$ cat src/rtl/seq_loop_monitor_if.sv
// Bundles the observed HLS FSM state, the loop description and the monitor
// results into one port.
//   master : drives the observed state, loop description and finish;
//            reads the monitor results.
//   slave  : the monitor itself, with the directions reversed.
`timescale 1ns/1ps
interface seq_loop_monitor_if #(
  parameter int unsigned FSM_WIDTH = 2,
  parameter int unsigned CNT_W     = 32
);
  // Observed FSM and loop description
  logic [FSM_WIDTH-1:0] cur_state;
  logic                 pre_states_valid;
  logic [FSM_WIDTH-1:0] pre_loop_state0;
  logic [2:0]           quit_states_valid;
  logic [FSM_WIDTH-1:0] quit_loop_state0;
  logic [FSM_WIDTH-1:0] quit_loop_state1;
  logic [FSM_WIDTH-1:0] quit_loop_state2;
  logic [FSM_WIDTH-1:0] loop_quit_state;
  logic [FSM_WIDTH-1:0] iter_start_state;
  logic                 iter_end_states_valid;
  logic [FSM_WIDTH-1:0] iter_end_state0;
  logic                 one_state_loop;
  logic                 finish;

  // Monitor results
  logic                 loop_active;
  logic                 loop_start;
  logic                 iter_done;
  logic                 loop_done;
  logic [CNT_W-1:0]     iter_count;
  logic [CNT_W-1:0]     trip_count;
  logic                 hang;
  logic                 finished;

  modport master (
    output cur_state, pre_states_valid, pre_loop_state0, quit_states_valid,
           quit_loop_state0, quit_loop_state1, quit_loop_state2,
           loop_quit_state, iter_start_state, iter_end_states_valid,
           iter_end_state0, one_state_loop, finish,
    input  loop_active, loop_start, iter_done, loop_done, iter_count,
           trip_count, hang, finished
  );

  modport slave (
    input  cur_state, pre_states_valid, pre_loop_state0, quit_states_valid,
           quit_loop_state0, quit_loop_state1, quit_loop_state2,
           loop_quit_state, iter_start_state, iter_end_states_valid,
           iter_end_state0, one_state_loop, finish,
    output loop_active, loop_start, iter_done, loop_done, iter_count,
           trip_count, hang, finished
  );
endinterface

$ cat src/rtl/seq_loop_monitor.sv
// Watches the state of an HLS-generated FSM and reports loop entry, iteration
// completion, loop exit, trip count, watchdog hang and design finish.
// Ports:
//   clock  : sole clock, rising edge
//   reset  : synchronous, active-high; returns everything to IDLE / zero
//   bus    : seq_loop_monitor_if.slave -- observed FSM state, loop
//            description, finish in; registered monitor results out
// All results reflect the inputs of cycle t at cycle t+1.
`timescale 1ns/1ps
module seq_loop_monitor #(
  parameter int unsigned FSM_WIDTH = 2,
  parameter int unsigned CNT_W     = 32,
  parameter int unsigned TIMEOUT   = 1024
) (
  input  logic              clock,
  input  logic              reset,
  seq_loop_monitor_if.slave bus
);

  localparam int unsigned WD_W = $clog2(TIMEOUT + 1);

  typedef enum logic [1:0] {IDLE, RUN, HUNG, FIN} mon_state_e;

  mon_state_e           state_q, state_d;
  logic [FSM_WIDTH-1:0] prev_state_q;
  logic [WD_W-1:0]      wd_q, wd_d;
  logic [CNT_W-1:0]     iter_cnt_q, iter_cnt_d;
  logic [CNT_W-1:0]     trip_q, trip_d;
  logic                 loop_active_q, loop_active_d;
  logic                 loop_start_q, loop_start_d;
  logic                 iter_done_q, iter_done_d;
  logic                 loop_done_q, loop_done_d;
  logic                 hang_q, hang_d;
  logic                 finished_q, finished_d;

  logic                 entry_c, quit_hit_c, exit_c, iter_c, timeout_c;
  logic [CNT_W-1:0]     iter_inc_c;
  logic [WD_W-1:0]      wd_inc_c;

  // Loop entry: iteration start reached from the expected predecessor
  assign entry_c = (bus.cur_state == bus.iter_start_state) &&
                   (!bus.pre_states_valid || (prev_state_q == bus.pre_loop_state0));

  // Exit needs a predecessor among the enabled quit states (any, if none enabled)
  assign quit_hit_c = (bus.quit_states_valid == 3'b000) ||
                      (bus.quit_states_valid[0] && (prev_state_q == bus.quit_loop_state0)) ||
                      (bus.quit_states_valid[1] && (prev_state_q == bus.quit_loop_state1)) ||
                      (bus.quit_states_valid[2] && (prev_state_q == bus.quit_loop_state2));
  assign exit_c = (bus.cur_state == bus.loop_quit_state) && quit_hit_c;

  // Completion: leaving the end state (so stalls count once), or every
  // start-state cycle for a single-state body
  always_comb begin
    iter_c = 1'b0;
    if (bus.one_state_loop) begin
      iter_c = (bus.cur_state == bus.iter_start_state);
    end else if (bus.iter_end_states_valid) begin
      iter_c = (prev_state_q == bus.iter_end_state0) &&
               (bus.cur_state != bus.iter_end_state0);
    end
  end

  assign iter_inc_c = (iter_cnt_q == {CNT_W{1'b1}}) ? iter_cnt_q : iter_cnt_q + CNT_W'(1);
  assign wd_inc_c   = wd_q + WD_W'(1);
  assign timeout_c  = !iter_c && (wd_inc_c >= WD_W'(TIMEOUT));

  // Next state and next registered outputs; FIN > HUNG > exit > entry
  always_comb begin
    state_d      = state_q;
    wd_d         = wd_q;
    iter_cnt_d   = iter_cnt_q;
    trip_d       = trip_q;
    hang_d       = hang_q;
    finished_d   = finished_q;
    loop_start_d = 1'b0;
    iter_done_d  = 1'b0;
    loop_done_d  = 1'b0;

    case (state_q)
      IDLE: begin
        if (bus.finish) begin
          state_d    = FIN;
          finished_d = 1'b1;
        end else if (entry_c) begin
          state_d      = RUN;
          loop_start_d = 1'b1;
          wd_d         = '0;
          // Single-state body: the entry cycle is itself an iteration
          if (bus.one_state_loop) begin
            iter_done_d = 1'b1;
            iter_cnt_d  = CNT_W'(1);
          end else begin
            iter_cnt_d  = '0;
          end
        end
      end
      RUN: begin
        if (bus.finish) begin
          state_d    = FIN;
          finished_d = 1'b1;
        end else if (timeout_c) begin
          state_d = HUNG;
          hang_d  = 1'b1;
          wd_d    = wd_inc_c;
        end else begin
          if (iter_c) begin
            iter_done_d = 1'b1;
            iter_cnt_d  = iter_inc_c;
            wd_d        = '0;
          end else begin
            wd_d = wd_inc_c;
          end
          if (exit_c) begin
            state_d     = IDLE;
            loop_done_d = 1'b1;
            trip_d      = iter_c ? iter_inc_c : iter_cnt_q;
          end
        end
      end
      HUNG: begin
        if (bus.finish) begin
          state_d    = FIN;
          finished_d = 1'b1;
        end
      end
      FIN: begin
        state_d = FIN;
      end
      default: state_d = IDLE;
    endcase

    loop_active_d = (state_d == RUN);
  end

  // State and output registers
  always_ff @(posedge clock) begin
    if (reset) begin
      state_q       <= IDLE;
      prev_state_q  <= '0;
      wd_q          <= '0;
      iter_cnt_q    <= '0;
      trip_q        <= '0;
      loop_active_q <= 1'b0;
      loop_start_q  <= 1'b0;
      iter_done_q   <= 1'b0;
      loop_done_q   <= 1'b0;
      hang_q        <= 1'b0;
      finished_q    <= 1'b0;
    end else begin
      state_q       <= state_d;
      prev_state_q  <= bus.cur_state;
      wd_q          <= wd_d;
      iter_cnt_q    <= iter_cnt_d;
      trip_q        <= trip_d;
      loop_active_q <= loop_active_d;
      loop_start_q  <= loop_start_d;
      iter_done_q   <= iter_done_d;
      loop_done_q   <= loop_done_d;
      hang_q        <= hang_d;
      finished_q    <= finished_d;
    end
  end

  assign bus.loop_active = loop_active_q;
  assign bus.loop_start  = loop_start_q;
  assign bus.iter_done   = iter_done_q;
  assign bus.loop_done   = loop_done_q;
  assign bus.iter_count  = iter_cnt_q;
  assign bus.trip_count  = trip_q;
  assign bus.hang        = hang_q;
  assign bus.finished    = finished_q;

endmodule

$ cat src/flat_wrapper.sv
// flat-port wrapper written by rule: the top's interface ports become plain ports
module seq_loop_monitor_flat 
#(
  parameter int unsigned FSM_WIDTH = 2,
  parameter int unsigned CNT_W     = 32,
  parameter int unsigned TIMEOUT   = 1024
)
  (clock, reset, bus_cur_state, bus_pre_states_valid, bus_pre_loop_state0, bus_quit_states_valid, bus_quit_loop_state0, bus_quit_loop_state1, bus_quit_loop_state2, bus_loop_quit_state, bus_iter_start_state, bus_iter_end_states_valid, bus_iter_end_state0, bus_one_state_loop, bus_finish, bus_loop_active, bus_loop_start, bus_iter_done, bus_loop_done, bus_iter_count, bus_trip_count, bus_hang, bus_finished);
  seq_loop_monitor_if #(.FSM_WIDTH(FSM_WIDTH), .CNT_W(CNT_W)) bus_i ();
  input  logic clock;
  input  logic reset;
  input wire logic [$bits(bus_i.cur_state)-1:0] bus_cur_state;
  input wire logic [$bits(bus_i.pre_states_valid)-1:0] bus_pre_states_valid;
  input wire logic [$bits(bus_i.pre_loop_state0)-1:0] bus_pre_loop_state0;
  input wire logic [$bits(bus_i.quit_states_valid)-1:0] bus_quit_states_valid;
  input wire logic [$bits(bus_i.quit_loop_state0)-1:0] bus_quit_loop_state0;
  input wire logic [$bits(bus_i.quit_loop_state1)-1:0] bus_quit_loop_state1;
  input wire logic [$bits(bus_i.quit_loop_state2)-1:0] bus_quit_loop_state2;
  input wire logic [$bits(bus_i.loop_quit_state)-1:0] bus_loop_quit_state;
  input wire logic [$bits(bus_i.iter_start_state)-1:0] bus_iter_start_state;
  input wire logic [$bits(bus_i.iter_end_states_valid)-1:0] bus_iter_end_states_valid;
  input wire logic [$bits(bus_i.iter_end_state0)-1:0] bus_iter_end_state0;
  input wire logic [$bits(bus_i.one_state_loop)-1:0] bus_one_state_loop;
  input wire logic [$bits(bus_i.finish)-1:0] bus_finish;
  output wire logic [$bits(bus_i.loop_active)-1:0] bus_loop_active;
  output wire logic [$bits(bus_i.loop_start)-1:0] bus_loop_start;
  output wire logic [$bits(bus_i.iter_done)-1:0] bus_iter_done;
  output wire logic [$bits(bus_i.loop_done)-1:0] bus_loop_done;
  output wire logic [$bits(bus_i.iter_count)-1:0] bus_iter_count;
  output wire logic [$bits(bus_i.trip_count)-1:0] bus_trip_count;
  output wire logic [$bits(bus_i.hang)-1:0] bus_hang;
  output wire logic [$bits(bus_i.finished)-1:0] bus_finished;
  assign bus_i.cur_state = bus_cur_state;
  assign bus_i.pre_states_valid = bus_pre_states_valid;
  assign bus_i.pre_loop_state0 = bus_pre_loop_state0;
  assign bus_i.quit_states_valid = bus_quit_states_valid;
  assign bus_i.quit_loop_state0 = bus_quit_loop_state0;
  assign bus_i.quit_loop_state1 = bus_quit_loop_state1;
  assign bus_i.quit_loop_state2 = bus_quit_loop_state2;
  assign bus_i.loop_quit_state = bus_loop_quit_state;
  assign bus_i.iter_start_state = bus_iter_start_state;
  assign bus_i.iter_end_states_valid = bus_iter_end_states_valid;
  assign bus_i.iter_end_state0 = bus_iter_end_state0;
  assign bus_i.one_state_loop = bus_one_state_loop;
  assign bus_i.finish = bus_finish;
  assign bus_loop_active = bus_i.loop_active;
  assign bus_loop_start = bus_i.loop_start;
  assign bus_iter_done = bus_i.iter_done;
  assign bus_loop_done = bus_i.loop_done;
  assign bus_iter_count = bus_i.iter_count;
  assign bus_trip_count = bus_i.trip_count;
  assign bus_hang = bus_i.hang;
  assign bus_finished = bus_i.finished;
  seq_loop_monitor #(.FSM_WIDTH(FSM_WIDTH), .CNT_W(CNT_W), .TIMEOUT(TIMEOUT)) u_core (.clock(clock), .reset(reset), .bus(bus_i));
endmodule
$ cat config.mk
export PLATFORM = sky130hd
export DESIGN_NAME = seq_loop_monitor_flat
export DESIGN_NICKNAME = d
export VERILOG_FILES = /design/src/rtl/seq_loop_monitor_if.sv /design/src/rtl/seq_loop_monitor.sv /design/src/flat_wrapper.sv
export SDC_FILE = /design/constraint.sdc
export NUM_CORES = 1
export LEC_CHECK = 0
export CAP_MARGIN = 0
export CORE_AREA = 2 2 103 105
export DETAILED_ROUTE_END_ITERATION = 6
export DIE_AREA = 0 0 105 107
export PLACE_DENSITY_LB_ADDON = 0.12
export SLEW_MARGIN = 20
export SYNTH_ARGS = -nofsm -noshare
export SYNTH_HDL_FRONTEND = slang
export SYNTH_SLANG_ARGS = --single-unit
$ cat constraint.sdc
create_clock -name clock -period 3.3 [get_ports clock]
set_clock_uncertainty 0.05 [all_clocks]
set_input_delay 0.825 -clock clock [delete_from_list [all_inputs] [get_ports clock]]
set_output_delay 0.825 -clock clock [all_outputs]
set_load 0.01 [all_outputs]
==> results of run 1 <==
-- per-layer routing --
metal,vias to the layer above,routed length [um]
met2,150,5410
met1,1948,5210
li1,2088,-
met5,-,0
met4,0,154
met3,15,593
-- cells in the final DEF (no fill, tap or decap), types with 4 or more instances in the layout --
cell type / synthesis / layout
nor3_1: 11 / 11
a311oi_1: 4 / 4
clkdlybuf4s50_1: 0 / 93
o21ai_0: 12 / 12
a211oi_1: 29 / 29
o21ai_1: 12 / 12
a211oi_2: 6 / 6
mux2i_1: 11 / 11
a21o_1: 4 / 4
buf_4: 1 / 6
dfxtp_1: 85 / 85
nand2_1: 23 / 23
or3_1: 14 / 14
and2_1: 5 / 5
inv_1: 18 / 18
xor2_1: 13 / 13
clkbuf_8: 0 / 10
nor3b_1: 6 / 6
nor2_1: 55 / 55
xnor2_1: 33 / 33
nand3_1: 24 / 24
and3_1: 14 / 14
buf_12: 0 / 6
nor2b_1: 4 / 4
a21oi_1: 38 / 38
nand4_1: 19 / 19
nor4_1: 4 / 4
-- metrics by stage --
step           cell area [sq um]  hold slack [ns]  TNS [ns]  power, W
6_report                    5790            0.428         0   0.00197
3_3_place_gp                5600            0.404         0   0.00130
4_1_cts                     5780            0.436         0   0.00198
3_5_place_dp                5600            0.412     -1.48   0.00130
5_1_grt                     5790            0.468         0   0.00206
2_1_floorplan               4470            0.401         0   0.00121
-- cell type report --
type	count	area (sq um)
fill	1007	4300
multi-input combinational	391	2570
sequential	85	1700
timing repair buffer	106	1100
tap	136	170
clock buffer	10	138
inverter	18	67.6
clock inverter	6	46.3
-- synth_stat cells, types with 4 or more instances --
master,count
a211oi_1,29
a211oi_2,6
a21o_1,4
a21oi_1,38
a311oi_1,4
and2_1,5
and3_1,14
buf_2,9
clkbuf_1,20
dfxtp_1,85
inv_1,18
mux2i_1,11
nand2_1,23
nand3_1,24
nand4_1,19
nor2_1,55
nor2b_1,4
nor3_1,11
nor3b_1,6
nor4_1,4
o21ai_0,12
o21ai_1,12
or3_1,14
xnor2_1,33
xor2_1,13
-- flip-flops by register name, summed over array words and instances, names as in the netlist, 2 cells and up --
register and cells:
u_core.bus.iter_count 32, u_core.wd_q 11, u_core.bus.trip_count 32, u_core.prev_state_q 2, u_core.state_q 2
-- worst register-to-register path, stage by stage, from the launching register on --
cell	delay (ns)
dfxtp_1	0.38
ha_1	0.21
nand3_1	0.20
or4_4	0.59
and2_1	0.26
o22ai_4	0.59
a21oi_1	0.10
mux2i_1	0.17
-- power by group --
part | internal, W | switching [W] | leakage, nW
Clock | 0.000298 | 0.000390 | 0.0889
Combinational | 0.000106 | 0.000121 | 1.13
Sequential | 0.00104 | 0.0000150 | 0.687
-- kinds of logic (layout without fill, tap and decap cells) --
family	Yosys count	after routing	synth area share
compound gates	133	133	0.211
xor+xnor	46	46	0.0901
fa+ha+maj	2	2	0.00559
buf+inv	50	140	0.0487
flops	85	85	0.380
mux	12	12	0.0271
simple gates	198	198	0.237
-- worst max-delay path by stage --
stage	startpoint	end	slack, ns	cells after the start
floorplan	bus_iter_end_state0[0]	u_core.bus.iter_count[4]$_SDFFE_PP0P_	0.77	7
global placement	bus_cur_state[0]	u_core.bus.iter_count[9]$_SDFFE_PP0P_	0.005	7
detailed placement	bus_cur_state[0]	u_core.bus.iter_count[27]$_SDFFE_PP0P_	-0.1	7
CTS	bus_cur_state[0]	u_core.bus.iter_count[5]$_SDFFE_PP0P_	0.26	7
global route	bus_cur_state[0]	u_core.bus.trip_count[28]$_SDFFE_PP0P_	0.13	8
finish	bus_cur_state[0]	u_core.bus.trip_count[16]$_SDFFE_PP0P_	0.37	8
==> reports/results.txt, run 1 <==
Yosys reg bits - 85
sequential-to-total area share from yosys stat - 0.380
port bufs - 94
drt wl/cell - 15.1 um
final setup margin - 0.369 ns
GPL Wtd Cong - 0.857
CP top delay family - compound AO/OA/AOI/OAI gates
Rel. slew slack - 0.489
initial core utilization - 0.443
global-route wire length before repair - 18900 um
post-CTS setup buffers - 0
PD cells - 340 nW/um^2
Final Slew Violations - 0
Buffers & Inverters on Critical Path - 2
largest net degree at the start of global routing - 54
latest clock arrival within the worst-skew pair - 0.35 ns
Synth top area share - 0.380
ranking of synthesized cells by area - dfxtp_1, xnor2_1, a211oi_1
Layout area overhead - 29.5%
RSZ-0062 raised after global routing - no
Worst-Margin Slew - 0.766 ns
Cell Area, Synth - 4470 sq um
CTS tree - yes
Crit Path Class - in2reg
delay of the slowest critical-path stage - 0.59 ns
Reg2Reg Setup Slack - 0.68 ns
crit end category - flip-flop
syn nets - 553
busiest grt layer - met2
final worst path period need - 2.93 ns
Leak - 1.91 nW
Avg Cell Area, Syn - 8.50 sq um
Ports - 95
met3 Usage GRT - 0.0286
die span in x - 105 um
Post-Syn Instances - 526
die area - 11200 sq um
residual DRC count - 0
run status - completed
Arrival @ worst endpoint - 3.14 ns
Finished Layout Cells - 752
VDD IR max - 0.192 mV
met1 GRT Util - 0.267
core box area - 10100 sq um
vias in the first global route - 3879
maxcap violations - 0
number of H-tree levels - 3
Synth Flop Type - dfxtp_1
crit start category - primary input
Reg clk slew, reported paths - 0.08 ns
FF-to-FF path depth - 7
remaining antenna violation count after routing - 0
part of the cycle the worst path needs - 0.888
clock tree buffer depth - 2
CTS Buf Count - 9
diode count - 0
reg2reg end - u_core.bus.iter_count[5]$_SDFFE_PP0P_
Post-synth EDFFs - 0
layout cells sized above 1 - 0.0763
WHS Endpoint - u_core.bus.finished$_SDFFE_PP0P_
final core occ - 0.574
# setup viols final - 0
Synth area leader - dfxtp_1
fmax - 0.341 GHz
placed cells - 736
WP data required - 3.51 ns
iteration count of the initial detailed-routing pass - 5
slowest CP cell - a2111oi_2
Iter 0 DRT Violations - 206
hold buffer count at CTS - 0
met2 GRT Util - 0.349
Sink Count - 85
post-DP HPWL - 8180 um
Final nets - 638
Reg-to-Reg Start - u_core.wd_q[0]$_SDFFE_PP0P_
hold violation count in the final report - 0
die height - 107 um
asr flop ratio synth - 0
Rows - 37
GRT Residual Overflow - 0
Hold Crit Start - u_core.bus.finished$_SDFFE_PP0P_
Hold WC Path Type - reg2reg
total wire length - 11400 um
yosys warns - 0
distinct cell type count after synthesis - 61
via density per instance - 5.59
Total GRT Usage - 0.205
pre-CTS setup slack - -0.0953 ns
root buffer cell - clkbuf_8
Worst Path Max Fanout - 35
crit-path cells - clkdlybuf4s50_1, xnor2_1, a2111oi_2, a211oi_4, nor3b_4, buf_12, nor2_1, a211oi_1
initial antenna violation count - 0
Resize count post-CTS - 0
vias - 4201
WHS Path Cells - 2
Note: power is estimated with default switching activity, not from simulation.
==> run 2, diff against run 1 <==
--- a/config.mk
+++ b/config.mk
@@ -6,9 +6,9 @@
 export NUM_CORES = 1
 export LEC_CHECK = 0
 export CAP_MARGIN = 0
-export CORE_AREA = 2 2 103 105
+export CORE_AREA = 2 2 126 128
 export DETAILED_ROUTE_END_ITERATION = 6
-export DIE_AREA = 0 0 105 107
+export DIE_AREA = 0 0 128 130
 export PLACE_DENSITY_LB_ADDON = 0.12
 export SLEW_MARGIN = 20
 export SYNTH_ARGS = -nofsm -noshare
==> run 2 against run 1 <==
Net effect: via count shrank 1.5%; wire length rose by 13%; total power rose by 17%; largest cell class unchanged; critical path type unchanged; first-iteration DRC count shrank 9.2%.
==> reports/results.txt, run 2 (synthesized netlist as in run 1, its figures left out) <==
GRT Residual Overflow - 0
residual DRC count - 0
met2 GRT Util - 0.261
post-DP HPWL - 9220 um
maxcap violations - 0
crit start category - primary input
Crit Path Class - in2reg
root buffer cell - clkbuf_16
Final Slew Violations - 0
Worst-Margin Slew - 0.612 ns
Worst Path Max Fanout - 27
CTS Buf Count - 9
die area - 16600 sq um
RSZ-0062 raised after global routing - no
Resize count post-CTS - 0
initial core utilization - 0.290
number of H-tree levels - 3
Rows - 46
most common cell after layout, fill and taps aside - clkdlybuf4s50_1
via density per instance - 5.09
hold violation count in the final report - 0
latest clock arrival within the worst-skew pair - 0.35 ns
port bufs - 94
crit end category - flip-flop
clock tree buffer depth - 2
die span in x - 128 um
remaining antenna violation count after routing - 0
most frequent cells in the layout - clkdlybuf4s50_1, dfxtp_1, nor2_1, a21oi_1, xnor2_1
die height - 130 um
fmax - 0.348 GHz
Hold WC Path Type - reg2reg
met3 Usage GRT - 0.0308
CTS tree - yes
PD cells - 385 nW/um^2
layout cells sized above 1 - 0.0806
iteration count of the initial detailed-routing pass - 4
final setup margin - 0.425 ns
busiest grt layer - met2
GPL Wtd Cong - 0.846
run status - completed
Iter 0 DRT Violations - 187
met1 GRT Util - 0.211
core box area - 15400 sq um
global-route wire length before repair - 20800 um
drt wl/cell - 15.9 um
WP data required - 3.53 ns
final worst path period need - 2.87 ns
post-CTS setup buffers - 0
hold buffer count at CTS - 0
VDD IR max - 0.211 mV
Total GRT Usage - 0.160
Final TNS setup - 0 ns
Ports - 95
initial antenna violation count - 0
diode count - 0
Arrival @ worst endpoint - 3.11 ns
Layout area overhead - 34.1%
Reg clk slew, reported paths - 0.06 ns
total wire length - 12900 um
Sink Count - 85
# setup viols final - 0
pre-CTS setup slack - 0.0638 ns
part of the cycle the worst path needs - 0.871
largest net degree at the start of global routing - 37
vias - 4137
Final nets - 642
Leak - 1.98 nW
vias in the first global route - 4008
Rel. slew slack - 0.592
[run 2: cell types whose count changed in the layout (fill, tap and decap cells not counted), moves of 2 or more]
cell / before / now
clkinv_4: 2 / 0
buf_4: 6 / 10
clkbuf_8: 10 / 4
clkbuf_16: 0 / 9
[run 2: per-stage QoR]
step	hold slack [ns]	util	power, W	instance area (sq um)	instances
floorplan	0.401	-	0.00121	4470	526
global placement	0.409	0.370	0.00131	5700	796
detailed placement	0.415	0.370	0.00131	5700	796
CTS	0.430	0.389	0.00234	6000	812
global route	0.463	0.389	0.00241	6000	812
finish	0.421	0.389	0.00231	6000	812
[run 2: critical path: stages]
cell	delay, ns
clkdlybuf4s50_1	0.57
xnor2_1	0.15
a2111o_1	0.50
a22oi_4	0.23
buf_12	0.19
nand4_1	0.19
or3_1	0.36
o21ai_1	0.07
[run 2: area by class of cell]
class / count / area (sq um)
clock buffers: 14 / 284
clock inverters: 2 / 15.0
fillers: 1608 / 9430
inverters: 18 / 67.6
multi-input cells: 391 / 2560
flip-flops and latches: 85 / 1700
well taps: 192 / 240
repair buffers: 110 / 1130
[run 2: layer usage]
metal | wire length (um) | part of all wire
met2 | 5850 | 0.45
met4 | 208 | 0.016
met5 | 0 | 0
met1 | 6330 | 0.49
met3 | 497 | 0.039
[run 2: power breakdown]
| part | switching (W) | internal [W] | total, W |
|---|---|---|---|
| Sequential | 0.0000154 | 0.00104 | 0.00106 |
| Combinational | 0.000125 | 0.000107 | 0.000231 |
| Clock | 0.000429 | 0.000593 | 0.00102 |
| Total | 0.000569 | 0.00174 | 0.00231 |
[run 2: path summary, 6_finish.rpt]
check	endpoint	from	cells past startpoint	slack [ns]
min reg2reg	u_core.bus.finished$_SDFFE_PP0P_	u_core.bus.finished$_SDFFE_PP0P_	2	0.42
max	u_core.bus.iter_count[18]$_SDFFE_PP0P_	bus_cur_state[0]	8	0.43
min	u_core.bus.finished$_SDFFE_PP0P_	u_core.bus.finished$_SDFFE_PP0P_	2	0.42
max reg2reg	u_core.bus.iter_count[1]$_SDFFE_PP0P_	u_core.wd_q[0]$_SDFFE_PP0P_	8	0.73
==> run 3, diff against run 2 <==
--- a/config.mk
+++ b/config.mk
@@ -10,7 +10,7 @@
 export DETAILED_ROUTE_END_ITERATION = 6
 export DIE_AREA = 0 0 128 130
 export PLACE_DENSITY_LB_ADDON = 0.12
-export SLEW_MARGIN = 20
+export SLEW_MARGIN = 10
 export SYNTH_ARGS = -nofsm -noshare
 export SYNTH_HDL_FRONTEND = slang
 export SYNTH_SLANG_ARGS = --single-unit
==> results of run 3 <==
No change in the layout: final DEF, timing and power equal those of run 2.
